$ cat src/rtl/vram_arbiter.sv
// -----------------------------------------------------------------------------
// vram_arbiter
//
// Shares one single-port frame-buffer RAM between the display scan-out (reads
// from the front bank) and a pixel writer (writes into the back bank), and
// handles double-buffer swaps at the start of vertical blanking.
//
// Ports
//   sys_clk, sys_rst        clock, synchronous active-high reset
//   disp_req/disp_x/disp_y  one-cycle pixel fetch request with 640x480 coords
//   disp_pixel/disp_valid   fetched pixel and its one-cycle strobe
//   wr_valid/wr_ready       writer handshake (wr_ready is combinational)
//   wr_addr/wr_data         linear back-buffer address and pixel data
//   wr_drop                 pulse when an accepted write is out of range
//   swap_req/frame_start    swap request and vblank pulse
//   front_buf/swap_done     displayed bank and swap-taken-effect pulse
//   disp_overrun            sticky: a display request was overwritten
//   mem_*                   single-port RAM interface, {bank, addr}
//
// State | meaning
// IDLE  | RAM unused this cycle
// RD    | display read issued to RAM (mem_en unless out of range)
// CAP   | RAM data returning; captured into disp_pixel at end of cycle
// WR    | back-buffer write issued (mem_en unless address out of range)
// -----------------------------------------------------------------------------
module vram_arbiter #(
    parameter int PIX_W = 12,
    parameter int FB_W  = 160,
    parameter int FB_H  = 120
) (
    input  logic             sys_clk,
    input  logic             sys_rst,
    input  logic             disp_req,
    input  logic [9:0]       disp_x,
    input  logic [9:0]       disp_y,
    output logic [PIX_W-1:0] disp_pixel,
    output logic             disp_valid,
    input  logic             wr_valid,
    output logic             wr_ready,
    input  logic [14:0]      wr_addr,
    input  logic [PIX_W-1:0] wr_data,
    output logic             wr_drop,
    input  logic             swap_req,
    input  logic             frame_start,
    output logic             front_buf,
    output logic             swap_done,
    output logic             disp_overrun,
    output logic             mem_en,
    output logic             mem_we,
    output logic [15:0]      mem_addr,
    output logic [PIX_W-1:0] mem_wdata,
    input  logic [PIX_W-1:0] mem_rdata
);

    typedef enum logic [1:0] {IDLE, RD, CAP, WR} state_t;

    localparam logic [14:0] FB_LIMIT = 15'(FB_W * FB_H);
    localparam logic [9:0]  X_LIM    = 10'(FB_W * 4);
    localparam logic [9:0]  Y_LIM    = 10'(FB_H * 4);

    state_t      state;
    logic        pend;
    logic [9:0]  hold_x;
    logic [9:0]  hold_y;
    logic        rd_oor_q;
    logic        swap_pending;

    logic        xfer;
    logic [9:0]  rd_x;
    logic [9:0]  rd_y;
    logic [14:0] rd_yq;
    logic [14:0] rd_lin;
    logic        rd_oor;

    // Reads win: any live or held display request blocks the writer.
    assign wr_ready = !sys_rst && (state != RD) && !disp_req && !pend;
    assign xfer     = wr_valid && wr_ready;

    // A fresh request always supersedes the held one, so it is the one issued.
    always_comb begin
        rd_x   = disp_req ? disp_x : hold_x;
        rd_y   = disp_req ? disp_y : hold_y;
        rd_yq  = {7'd0, rd_y[9:2]};
        // row * 160 as (row << 7) + (row << 5); result truncated to 15 bits
        rd_lin = (rd_yq << 7) + (rd_yq << 5) + {7'd0, rd_x[9:2]};
        rd_oor = (rd_x >= X_LIM) || (rd_y >= Y_LIM);
    end

    always_ff @(posedge sys_clk) begin
        if (sys_rst) begin
            state        <= IDLE;
            pend         <= 1'b0;
            hold_x       <= '0;
            hold_y       <= '0;
            rd_oor_q     <= 1'b0;
            swap_pending <= 1'b0;
            front_buf    <= 1'b0;
            disp_overrun <= 1'b0;
            disp_valid   <= 1'b0;
            disp_pixel   <= '0;
            wr_drop      <= 1'b0;
            swap_done    <= 1'b0;
            mem_en       <= 1'b0;
            mem_we       <= 1'b0;
            mem_addr     <= '0;
            mem_wdata    <= '0;
        end else begin
            mem_en     <= 1'b0;
            mem_we     <= 1'b0;
            disp_valid <= 1'b0;
            wr_drop    <= 1'b0;
            swap_done  <= 1'b0;

            if (disp_req && pend)
                disp_overrun <= 1'b1;

            // A swap_req coincident with frame_start counts as pending.
            if (frame_start && (swap_pending || swap_req)) begin
                front_buf    <= ~front_buf;
                swap_pending <= 1'b0;
                swap_done    <= 1'b1;
            end else if (swap_req) begin
                swap_pending <= 1'b1;
            end

            case (state)
                RD: begin
                    state <= CAP;
                    if (disp_req) begin
                        pend   <= 1'b1;
                        hold_x <= disp_x;
                        hold_y <= disp_y;
                    end
                end
                default: begin
                    if (state == CAP) begin
                        disp_pixel <= rd_oor_q ? '0 : mem_rdata;
                        disp_valid <= 1'b1;
                    end
                    if (disp_req || pend) begin
                        state    <= RD;
                        pend     <= 1'b0;
                        rd_oor_q <= rd_oor;
                        mem_en   <= !rd_oor;
                        // bank latched here, so a later swap cannot redirect it
                        mem_addr <= {front_buf, rd_lin};
                    end else if (xfer) begin
                        state     <= WR;
                        mem_addr  <= {~front_buf, wr_addr};
                        mem_wdata <= wr_data;
                        if (wr_addr < FB_LIMIT) begin
                            mem_en <= 1'b1;
                            mem_we <= 1'b1;
                        end else begin
                            wr_drop <= 1'b1;
                        end
                    end else begin
                        state <= IDLE;
                    end
                end
            endcase
        end
    end

endmodule

$ cat config.mk
export PLATFORM = sky130hd
export DESIGN_NAME = vram_arbiter
export DESIGN_NICKNAME = d
export VERILOG_FILES = /design/src/rtl/vram_arbiter.sv
export SDC_FILE = /design/constraint.sdc
export NUM_CORES = 1
export LEC_CHECK = 0
export ABC_AREA = 1
export CAP_MARGIN = 10
export CORE_MARGIN = 1.5
export CORE_UTILIZATION = 41
export CTS_CLUSTER_DIAMETER = 50
export DETAILED_ROUTE_END_ITERATION = 7
export GPL_TIMING_DRIVEN = 0
export PLACE_DENSITY = 0.76
export REMOVE_ABC_BUFFERS = 1
export SLEW_MARGIN = 20
export SYNTH_ARGS = -nofsm -noshare
export SYNTH_HDL_FRONTEND = slang
export SYNTH_SLANG_ARGS = --single-unit
$ cat constraint.sdc
create_clock -name sys_clk -period 2.65 [get_ports sys_clk]
set_input_delay 0.53 -clock sys_clk [delete_from_list [all_inputs] [get_ports sys_clk]]
set_output_delay 0.53 -clock sys_clk [all_outputs]
set_load 0.05 [all_outputs]
==> flow_summary.ini <==
[clock_network]
cts_buffers = 9
clkLatencyLatePin_ns = 0.35
cts-root-buf = clkbuf_8
clockBufferDepth = 2
path_clk_slew_ns = 0.07
cts_tree = done
clock-sinks = 68
cts_hold_buf = 0
htreeDepth = 3

[critical_path]
start_kind = primary input
arrival_ns = 2.73
endpoint_kind = register
cp.depth = 15
slowest_delay_ns = 0.39
required_ns = 2.86
crit_type = primary input to register
timing.rr.start = hold_y[5]
r2r-end = mem_addr[9]
worst-path-buf-inv = 2
crit_chain = clkdlybuf4s50_1 > or2_2 > o21ai_2 > inv_1 > ha_2 > ha_2 > fa_2 > nand2_1 > nand2_2 > nand3b_1 > nand2_1 > nand2_1 > nand3_1 > nand2_1 > a21oi_2
r2r_slack_ns = 0.27
cp_common_cell = nand2_1
critPathSlowestCell = clkdlybuf4s50_1
cp-startpoint = disp_y[2]
endpoint = mem_addr[12]
path_max_fanout = 3
r2r_cells = 10
cp_top_family = simple AND/OR/NAND/NOR gates

[sta]
clock_skew_ns = 0.00776
relSlewSlack_pct = 46.0
hold_slack_ns = 0.453
setup_violations = 0
final.min_clock_period_ns = 2.52
hold_violations = 0
fin_ws_ns = 0.129
drv_slew = 0
worstMarginPinSlew_ns = 0.807
fmax_mhz = 397
timing.final.crit_share_pct = 95.1

[logic_synthesis]
netlist_top_cells_area = dfxtp_1 (40%), nand2_1 (9.3%), o21ai_0 (7.4%)
yosysTopAreaCellShare_pct = 40.1
synth.avg_cell_area_sq_um = 7.47
syn_area_sq_um = 3390
synthDistinctLibCells = 35
synth_cells = 454
yosysSeqAreaShare_pct = 40.1
yosysTopAreaCell = dfxtp_1
ys_ff_latch = 68
ys_warn_count = 0

[placed_design]
dp_cells = 642
gp_congestion = 0.893
numPortBuffers = 108
dp_hpwl_mm = 6.12
placed_cell_area_sq_um = 4440
place_ws_ns = -1.58

[routing]
ant_nets = 0
firstDrtPassIters = 4
drt_iter0_markers = 123
vias = 3284
avgViaCountPerCell = 4.98
wl_per_cell_um = 13.3
wirelength_mm = 8.78
drcViolationCount = 0

[die]
num_io_pins = 113
die_w_um = 93.9
core_area_sq_um = 7850
die_h_um = 93.9
die_area_sq_um = 8820
fp-row-count = 32
start_util_pct = 43.2

[grt]
grt_pass1_wl_mm = 14.1
grt_pass1_vias = 3149
grt_max_degree = 37
grt_usage_pct = 20.3
antenna_found_initial = 0
grt-ovfl-total = 0

[outcome]
status = finished, final reports clean

[min_path]
worstHoldStart = hold_y[5]
hp-class = register to register

[layout]
nNetsFinal = 635
final_cells = 659
finalInstanceArea_sq_um = 4710
final_cell_mix = clkdlybuf4s50_1 (105), nand2_1 (82), dfxtp_1 (68)
mostFrequentLayoutCell = clkdlybuf4s50_1
antenna_cells = 0
drive_gt1_share_pct = 10.4
syn2layout_area_growth_pct = 38.9

[power]
p_per_area_nw_per_um2 = 635
ir_drop_mv = 0.287
p_leak_uw = 0.00198

[job]
maxCapViolCount = 0
## kinds of logic (layout without fill, tap and decap cells)
logic type / after synthesis / after routing / share of synthesized area (%)
compound gates: 104 / 104 / 16.3
simple gates: 193 / 193 / 25.9
fa+ha+maj: 17 / 17 / 6.72
buf+inv: 69 / 172 / 10.1
xor+xnor: 3 / 3 / 0.775
flops: 68 / 68 / 40.1
## metrics by stage
step           utilization [%]  setup TNS (ns)  power, uW
2_1_floorplan                -               0       1740
3_3_place_gp              56.6          -32.18       2040
3_5_place_dp              56.5          -23.38       2060
4_1_cts                   59.3        -0.00383       3000
5_1_grt                   60.0       -0.000150       3130
6_report                  60.0               0       2990
## state kept, by name, summed over array words and instances, names as in the netlist
register	cells
mem_addr	16
disp_valid	1
mem_en	1
disp_overrun	1
hold_y	8
swap_done	1
mem_wdata	12
hold_x	8
mem_we	1
pend	1
rd_oor_q	1
front_buf	1
state	2
disp_pixel	12
wr_drop	1
swap_pending	1
## cells in the mapped netlist (all sizes together)
cell and n:
o21a 1, a21oi 44, o21ai 53, o211ai 2
a31oi 3, a211oi 1, fa 2, inv 47
ha 15, nor3 1, or2 6, xnor2 3
nor2 65, nand4 2, dfxtp 68, clkbuf 8
nand3 26, nand3b 2, buf 14, nand2 91
## worst reg2reg max path: stages (launching register included)
cell and delay (ns):
dfxtp_1 0.31, inv_1 0.04, o21ai_0 0.42, ha_1 0.34
ha_1 0.33, or2_2 0.32, nand2_1 0.08, inv_1 0.04
or2_2 0.26, nand3_1 0.07, a21oi_1 0.06
## cell type report
class	instances	area (sq um)
timing repair buffer	110	1090
clock buffer	9	124
clock inverter	6	90.1
multi-input combinational	317	1730
sequential	68	1360
fill	720	3140
tap	102	128
inverter	47	186
## metal layers
metal	wire [um]	vias up	track usage [%]
met5	0	-	0
met4	155	0	8.83
met3	618	13	6.07
met2	4110	107	33.1
met1	3900	1499	24.8
li1	-	1665	-
## where the power goes
part	switching (uW)	total [uW]	internal [uW]	leakage, uW
logic	554	899	345	0.00132
clock network	414	939	526	0.000105
registers	46.7	1150	1110	0.000558
## repair_timing
| action | in CTS | in global routing |
|---|---|---|
| setup buffers | 0 | 2 |
| resized for setup | 10 | 11 |
| cloned | 0 | 0 |
| setup endpoints to repair | 23 | 6 |
| pin swaps | 1 | 3 |
## worst min path at each step
| stage | slack (ns) | endpoint | depth (start not counted) |
|---|---|---|---|
| global placement | 0.43 | hold_y[5] | 2 |
| floorplan | 0.43 | hold_x[7] | 2 |
| global route | 0.47 | hold_x[8] | 2 |
| detailed placement | 0.44 | hold_y[5] | 2 |
| CTS | 0.45 | hold_x[8] | 2 |
| finish | 0.45 | hold_y[5] | 2 |
Power figures use the tool's default switching activity.
